`config.mk`:
```
export PLATFORM = sky130hd
export DESIGN_NAME = ps2_keyboard
export DESIGN_NICKNAME = d
export VERILOG_FILES = /design/src/rtl/ps2_keyboard.sv
export SDC_FILE = /design/constraint.sdc
export NUM_CORES = 1
export LEC_CHECK = 0
export CAP_MARGIN = 0
export CORE_MARGIN = 2
export CORE_UTILIZATION = 39
export CTS_CLUSTER_SIZE = 24
export DETAILED_ROUTE_END_ITERATION = 8
export PLACE_DENSITY = 0.6
export SLEW_MARGIN = 20
export SYNTH_ARGS = -nofsm -noshare
export SYNTH_HDL_FRONTEND = slang
export SYNTH_SLANG_ARGS = --single-unit
```
`constraint.sdc`:
```
create_clock -name clk -period 6.41 [get_ports clk]
set_input_delay 1.282 -clock clk [delete_from_list [all_inputs] [get_ports clk]]
set_output_delay 1.282 -clock clk [all_outputs]
set_load 0.005 [all_outputs]
```
`src/rtl/ps2_keyboard.sv`:
```
// rtl/ps2_keyboard.sv - PS/2 set-2 keyboard receiver driving a Hack keyboard register.
// Define KEYBOARD_SHIFT_EN to track the shift keys and emit lowercase letters and shifted symbols.
module ps2_keyboard #(
  parameter int FILTER_LEN = 8,
  parameter int TIMEOUT    = 5000
) (
  input  logic        clk,
  input  logic        reset,
  input  logic        ps2_clk,
  input  logic        ps2_data,
  output logic [15:0] out,
  output logic        key_event,
  output logic        frame_error
);
  localparam int TW = $clog2(TIMEOUT + 1);

  typedef enum logic [1:0] {IDLE, DATA, PARITY, STOP} state_t;

  logic [1:0]            csync_q, dsync_q;
  logic [FILTER_LEN-1:0] filt_q;
  logic                  fclk_q, fclk_dly_q;
  state_t                state_q, state_d;
  logic [2:0]            cnt_q, cnt_d;
  logic [7:0]            sreg_q, sreg_d;
  logic [TW-1:0]         tmo_q, tmo_d;
  logic                  brk_q, brk_d, ext_q, ext_d;
  logic [7:0]            out_q, out_d;
  logic                  key_event_q, frame_error_q;
  logic                  fall, din, byte_valid, ferr;
  logic [7:0]            code;
`ifdef KEYBOARD_SHIFT_EN
  logic                  shift_q, shift_d;
`endif

  assign fall        = fclk_dly_q & ~fclk_q;
  assign din         = dsync_q[1];
  assign out         = {8'd0, out_q};
  assign key_event   = key_event_q;
  assign frame_error = frame_error_q;

  // Base (unshifted, uppercase) code for a scancode; 0 means unmapped.
  function automatic logic [7:0] map_key(input logic [7:0] sc, input logic e);
    logic [7:0] k;
    k = 8'd0;
    if (e) begin
      case (sc)
        8'h6B: k = 8'd130;  8'h75: k = 8'd131;  8'h74: k = 8'd132;  8'h72: k = 8'd133;
        8'h6C: k = 8'd134;  8'h69: k = 8'd135;  8'h7D: k = 8'd136;  8'h7A: k = 8'd137;
        8'h70: k = 8'd138;  8'h71: k = 8'd139;
        default: k = 8'd0;
      endcase
    end else begin
      case (sc)
        8'h1C: k = 8'd65;  8'h32: k = 8'd66;  8'h21: k = 8'd67;  8'h23: k = 8'd68;
        8'h24: k = 8'd69;  8'h2B: k = 8'd70;  8'h34: k = 8'd71;  8'h33: k = 8'd72;
        8'h43: k = 8'd73;  8'h3B: k = 8'd74;  8'h42: k = 8'd75;  8'h4B: k = 8'd76;
        8'h3A: k = 8'd77;  8'h31: k = 8'd78;  8'h44: k = 8'd79;  8'h4D: k = 8'd80;
        8'h15: k = 8'd81;  8'h2D: k = 8'd82;  8'h1B: k = 8'd83;  8'h2C: k = 8'd84;
        8'h3C: k = 8'd85;  8'h2A: k = 8'd86;  8'h1D: k = 8'd87;  8'h22: k = 8'd88;
        8'h35: k = 8'd89;  8'h1A: k = 8'd90;
        8'h45: k = 8'd48;  8'h16: k = 8'd49;  8'h1E: k = 8'd50;  8'h26: k = 8'd51;
        8'h25: k = 8'd52;  8'h2E: k = 8'd53;  8'h36: k = 8'd54;  8'h3D: k = 8'd55;
        8'h3E: k = 8'd56;  8'h46: k = 8'd57;  8'h29: k = 8'd32;
        8'h0E: k = 8'd96;  8'h4E: k = 8'd45;  8'h55: k = 8'd61;  8'h54: k = 8'd91;
        8'h5B: k = 8'd93;  8'h5D: k = 8'd92;  8'h4C: k = 8'd59;  8'h52: k = 8'd39;
        8'h41: k = 8'd44;  8'h49: k = 8'd46;  8'h4A: k = 8'd47;
        8'h5A: k = 8'd128; 8'h66: k = 8'd129; 8'h76: k = 8'd140;
        8'h05: k = 8'd141; 8'h06: k = 8'd142; 8'h04: k = 8'd143; 8'h0C: k = 8'd144;
        8'h03: k = 8'd145; 8'h0B: k = 8'd146; 8'h83: k = 8'd147; 8'h0A: k = 8'd148;
        8'h01: k = 8'd149; 8'h09: k = 8'd150; 8'h78: k = 8'd151; 8'h07: k = 8'd152;
        default: k = 8'd0;
      endcase
    end
    return k;
  endfunction

  // Frame receiver; timeout counts cycles since the last falling edge.
  always_comb begin
    state_d    = state_q;
    cnt_d      = cnt_q;
    sreg_d     = sreg_q;
    tmo_d      = (state_q != IDLE && !fall) ? tmo_q + TW'(1) : '0;
    byte_valid = 1'b0;
    ferr       = 1'b0;
    if (fall) begin
      case (state_q)
        IDLE: if (!din) begin
          state_d = DATA;
          cnt_d   = 3'd0;
        end
        DATA: begin
          sreg_d = {din, sreg_q[7:1]};
          cnt_d  = cnt_q + 3'd1;
          if (cnt_q == 3'd7) state_d = PARITY;
        end
        PARITY: if (^{sreg_q, din}) state_d = STOP;
                else begin
                  ferr    = 1'b1;
                  state_d = IDLE;
                end
        STOP: begin
          state_d = IDLE;
          if (din) byte_valid = 1'b1;
          else     ferr       = 1'b1;
        end
        default: state_d = IDLE;
      endcase
    end else if (state_q != IDLE && tmo_q == TW'(TIMEOUT - 1)) begin
      ferr    = 1'b1;
      state_d = IDLE;
      tmo_d   = '0;
    end
  end

  always_comb begin
    out_d = out_q;
    brk_d = brk_q;
    ext_d = ext_q;
    code  = map_key(sreg_q, ext_q);
`ifdef KEYBOARD_SHIFT_EN
    shift_d = shift_q;
    if (code >= 8'd65 && code <= 8'd90) begin
      if (!shift_q) code = code + 8'd32;
    end else if (shift_q && !ext_q) begin
      case (code)
        8'd49: code = 8'd33;  8'd50: code = 8'd64;  8'd51: code = 8'd35;  8'd52: code = 8'd36;
        8'd53: code = 8'd37;  8'd54: code = 8'd94;  8'd55: code = 8'd38;  8'd56: code = 8'd42;
        8'd57: code = 8'd40;  8'd48: code = 8'd41;  8'd96: code = 8'd126; 8'd45: code = 8'd95;
        8'd61: code = 8'd43;  8'd91: code = 8'd123; 8'd93: code = 8'd125; 8'd92: code = 8'd124;
        8'd59: code = 8'd58;  8'd39: code = 8'd34;  8'd44: code = 8'd60;  8'd46: code = 8'd62;
        8'd47: code = 8'd63;
        default: code = code;
      endcase
    end
`endif
    if (byte_valid) begin
      if (sreg_q == 8'hF0) brk_d = 1'b1;
      else if (sreg_q == 8'hE0) ext_d = 1'b1;
      else begin
        brk_d = 1'b0;
        ext_d = 1'b0;
`ifdef KEYBOARD_SHIFT_EN
        if (!ext_q && (sreg_q == 8'h12 || sreg_q == 8'h59)) shift_d = !brk_q;
`endif
        // A break only clears out when it names the key currently shown.
        if (code != 8'd0) begin
          if (!brk_q)             out_d = code;
          else if (code == out_q) out_d = 8'd0;
        end
      end
    end
  end

  always_ff @(posedge clk) begin
    if (reset) begin
      csync_q       <= 2'b11;
      dsync_q       <= 2'b11;
      filt_q        <= '1;
      fclk_q        <= 1'b1;
      fclk_dly_q    <= 1'b1;
      state_q       <= IDLE;
      cnt_q         <= 3'd0;
      sreg_q        <= 8'd0;
      tmo_q         <= '0;
      brk_q         <= 1'b0;
      ext_q         <= 1'b0;
      out_q         <= 8'd0;
      key_event_q   <= 1'b0;
      frame_error_q <= 1'b0;
`ifdef KEYBOARD_SHIFT_EN
      shift_q       <= 1'b0;
`endif
    end else begin
      csync_q       <= {csync_q[0], ps2_clk};
      dsync_q       <= {dsync_q[0], ps2_data};
      filt_q        <= {filt_q[FILTER_LEN-2:0], csync_q[1]};
      if (&filt_q)       fclk_q <= 1'b1;
      else if (~|filt_q) fclk_q <= 1'b0;
      fclk_dly_q    <= fclk_q;
      state_q       <= state_d;
      cnt_q         <= cnt_d;
      sreg_q        <= sreg_d;
      tmo_q         <= tmo_d;
      brk_q         <= brk_d;
      ext_q         <= ext_d;
      out_q         <= out_d;
      key_event_q   <= (out_d != out_q);
      frame_error_q <= ferr;
`ifdef KEYBOARD_SHIFT_EN
      shift_q       <= shift_d;
`endif
    end
  end
endmodule

```
==> impl_metrics.env <==
export IMPL_status="finished, final reports clean"
export IMPL_cp_required_ns=6.59
export IMPL_core_sq_um=11400
export IMPL_ys_seq_elements=60
export IMPL_wl_per_cell_microns=17.9
export IMPL_cts_sinks=60
export IMPL_rows=39
export IMPL_cp_slowest_cell="or2_0"
export IMPL_postCtsSetupBuffers=0
export IMPL_reg2reg_from="state_q[0]"
export IMPL_ys_types=89
export IMPL_combPwrFrac_pct=1.4
export IMPL_fin_crit_sh_pct=65.6
export IMPL_setup_viol=0
export IMPL_gr_usage_all_layers_pct=19.9
export IMPL_avgSynthCellArea_sq_um=7.94
export IMPL_p_sw_share_pct=19.1
export IMPL_place_inst=680
export IMPL_drt_pass1_iter_count=5
export IMPL_vias_per_cell=6.19
export IMPL_die_x_microns=112
export IMPL_globalRouteMet1Util_pct=28.4
export IMPL_fin_hold_ws_ns=0.406
export IMPL_slew_headroom_pct=31.8
export IMPL_drive_gt1_share_pct=9.98
export IMPL_drv_cap=0
export IMPL_drc=0
export IMPL_hold_class="reg2reg"
export IMPL_antenna_found_initial=0
export IMPL_busiest_layer="met2"
export IMPL_yosysWarningCount=0
export IMPL_ys_async_sr_fraction_pct=0
export IMPL_fin_crit_ns=4.20
export IMPL_cts_hold_buffers=0
export IMPL_p_sw_w=0.000172
export IMPL_use_met3_pct=2.99
export IMPL_cts_tree="done"
export IMPL_fmax_ghz=0.238
export IMPL_drt_wl_total_mm=12.4
export IMPL_via_count=4295
export IMPL_overflow=0
export IMPL_fin_nets=562
export IMPL_worst_ep_arrival_time_ns=4.38
export IMPL_ios=22
export IMPL_die_y_microns=112
export IMPL_synth_top_area_share_pct=26.6
export IMPL_dieArea_sq_um=12500
export IMPL_final_util_pct=42.8
export IMPL_synth_edf_count=0
export IMPL_r2r_cells=8
export IMPL_critPathLaunchType="input port"
export IMPL_use_met2_pct=30.1
export IMPL_powerDensity_nw_per_um2=184
export IMPL_slew_violations=0
export IMPL_start_util_pct=39.7
export IMPL_place_area_sq_um=4550
export IMPL_max_slew_worst_pin_slew_ns=1.02
export IMPL_path_max_fanout=50
export IMPL_internal_power_w=0.000725
export IMPL_cts_buffer_depth=2
export IMPL_place_hpwl_mm=8.51
export IMPL_clkPwrFrac_pct=56.6
export IMPL_num_antenna_cells=0
export IMPL_cp_end_kind="flop"
export IMPL_final_cells=694
export IMPL_first_global_vias=3977
export IMPL_path_clk_slew_ns=0.05
export IMPL_grt_pass1_wl_mm=20.6
export IMPL_routabilityCongestion=0.946
export IMPL_vdd_drop_max_v=0.000137
export IMPL_ys_flop_type="dfxtp_1"
export IMPL_ctsRootBufferMaster="clkbuf_16"
export IMPL_cts_buffers=9
export IMPL_ant_nets=0
export IMPL_max_stage_delay_ns=0.60
export IMPL_ctsResizeCount=0
export IMPL_synth_cells=569
export IMPL_worst_clock_skew_ns=0.00682
export IMPL_ys_seq_area_share_pct=26.6
export IMPL_tns_ns=0
export IMPL_seqPwrFrac_pct=42.0
export IMPL_rsz0062_at_grt="false"
export IMPL_synth_area_leaders="dfxtp_1, nor2_1, a21oi_1, nand2_1, mux2i_1"
export IMPL_worstPathCellList="clkdlybuf4s50_1 -> buf_4 -> or2_0 -> inv_1 -> ha_1 -> and3_1 -> a31oi_1 -> o22ai_1 -> a21oi_1 -> a221oi_1"
export IMPL_reg2reg_slack_ns=2.80
export IMPL_syn_to_final_growth_pct=7.64
export IMPL_worstSkewPairLatency_ns=0.32
export IMPL_critPathLaunch="reset"
export IMPL_cts_htree_levels=3
export IMPL_synth_top_area_cell="dfxtp_1"
export IMPL_io_buffers=13
export IMPL_final_hold_violation_count=0
export IMPL_critical_path_class="in2reg"
export IMPL_drt_iter0_markers=565
export IMPL_leakage_nw=1.63
export IMPL_syn_area_sq_um=4520
export IMPL_grt_max_degree=51
export IMPL_stdcell_area_sq_um=4860
-- per-layer routing --
| layer | wire length [microns] | part of all wire [%] |
|---|---|---|
| met5 | 0 | 0 |
| met4 | 365 | 2.9 |
| met3 | 767 | 6.2 |
| met2 | 5490 | 44 |
| met1 | 5800 | 47 |
-- power by group through the flow --
stage	clock network [W]	registers, W	logic (W)
2_1_floorplan	0	0.000383	0.0000121
3_3_place_gp	0	0.000384	0.0000126
3_5_place_dp	0	0.000384	0.0000128
4_1_cts	0.000517	0.000376	0.0000129
5_1_grt	0.000531	0.000376	0.0000142
6_report	0.000507	0.000376	0.0000129
-- cell usage in the layout, fill, tap and decap left out, types with 14 or more instances in the layout --
cell     netlist  routed
nand4_1       14      14
dfxtp_1       60      60
xnor2_1       14      14
nand3_1       21      21
inv_1         16      16
a21oi_1       32      32
o21ai_0       18      18
nor3_1        20      20
nor2_1        49      49
nand2_1       39      39
-- Yosys cell counts (5+ instances only) --
cell type,n
ha_1,10
dfxtp_1,60
nand2b_1,12
and2_1,8
nand4_1,14
or2_2,13
a21oi_1,32
a211oi_1,11
buf_4,12
o22ai_1,7
nor2_1,49
xor2_1,11
a21o_1,8
nand3_1,21
a31oi_1,11
nor3_1,20
a22oi_1,8
o221ai_1,5
o211ai_1,8
clkbuf_1,19
nand3b_1,8
inv_1,16
nand2_1,39
xnor2_1,14
inv_2,5
mux2i_1,13
buf_2,17
o21ai_0,18
-- how the worst min path moves through the flow --
stage                           from    endpoint  slack (ns)  cells past startpoint
after global placement    csync_q[0]  csync_q[1]        0.40                      1
after detailed placement  dsync_q[0]  dsync_q[1]        0.40                      1
final                     dsync_q[0]  dsync_q[1]        0.41                      1
after CTS                 dsync_q[0]  dsync_q[1]        0.41                      1
after floorplan           csync_q[0]  csync_q[1]        0.39                      1
after global routing      csync_q[1]   filt_q[0]        0.44                      1
-- cell type report --
cell class | instances | area (sq um)
clock inverter | 4 | 75.1
clock buffer | 10 | 239
fill | 1118 | 6500
tap | 143 | 179
inverter | 23 | 86.3
timing repair buffer | 14 | 138
multi-input combinational | 440 | 2950
sequential | 60 | 1200
-- cell families (layout without fill, tap and decap cells) --
group / count (synthesis) / count (layout) / synth area share [%]
compound gates: 160 / 160 / 26.6
mux: 17 / 17 / 3.96
xor+xnor: 25 / 25 / 4.84
buf+inv: 76 / 51 / 8.80
simple gates: 220 / 220 / 26.4
fa+ha+maj: 10 / 10 / 2.77
other cells: 1 / 8 / 0.0830
flops: 60 / 60 / 26.6
-- worst max-delay path: cells and delay by family --
family	cells	cell delay, ns
and+or+nand+nor	2	0.89
buffers and inverters	3	1.18
AOI/OAI and AO/OA	4	0.57
adders and majority gates	1	0.43
-- metrics by stage --
step | worst slack, ns | power (W)
floorplan | 3.36 | 0.000395
global placement | 1.89 | 0.000396
detailed placement | 1.97 | 0.000397
CTS | 2.31 | 0.000906
global route | 2.01 | 0.000921
finish | 2.21 | 0.000896
Note: power is estimated with default switching activity, not from simulation.
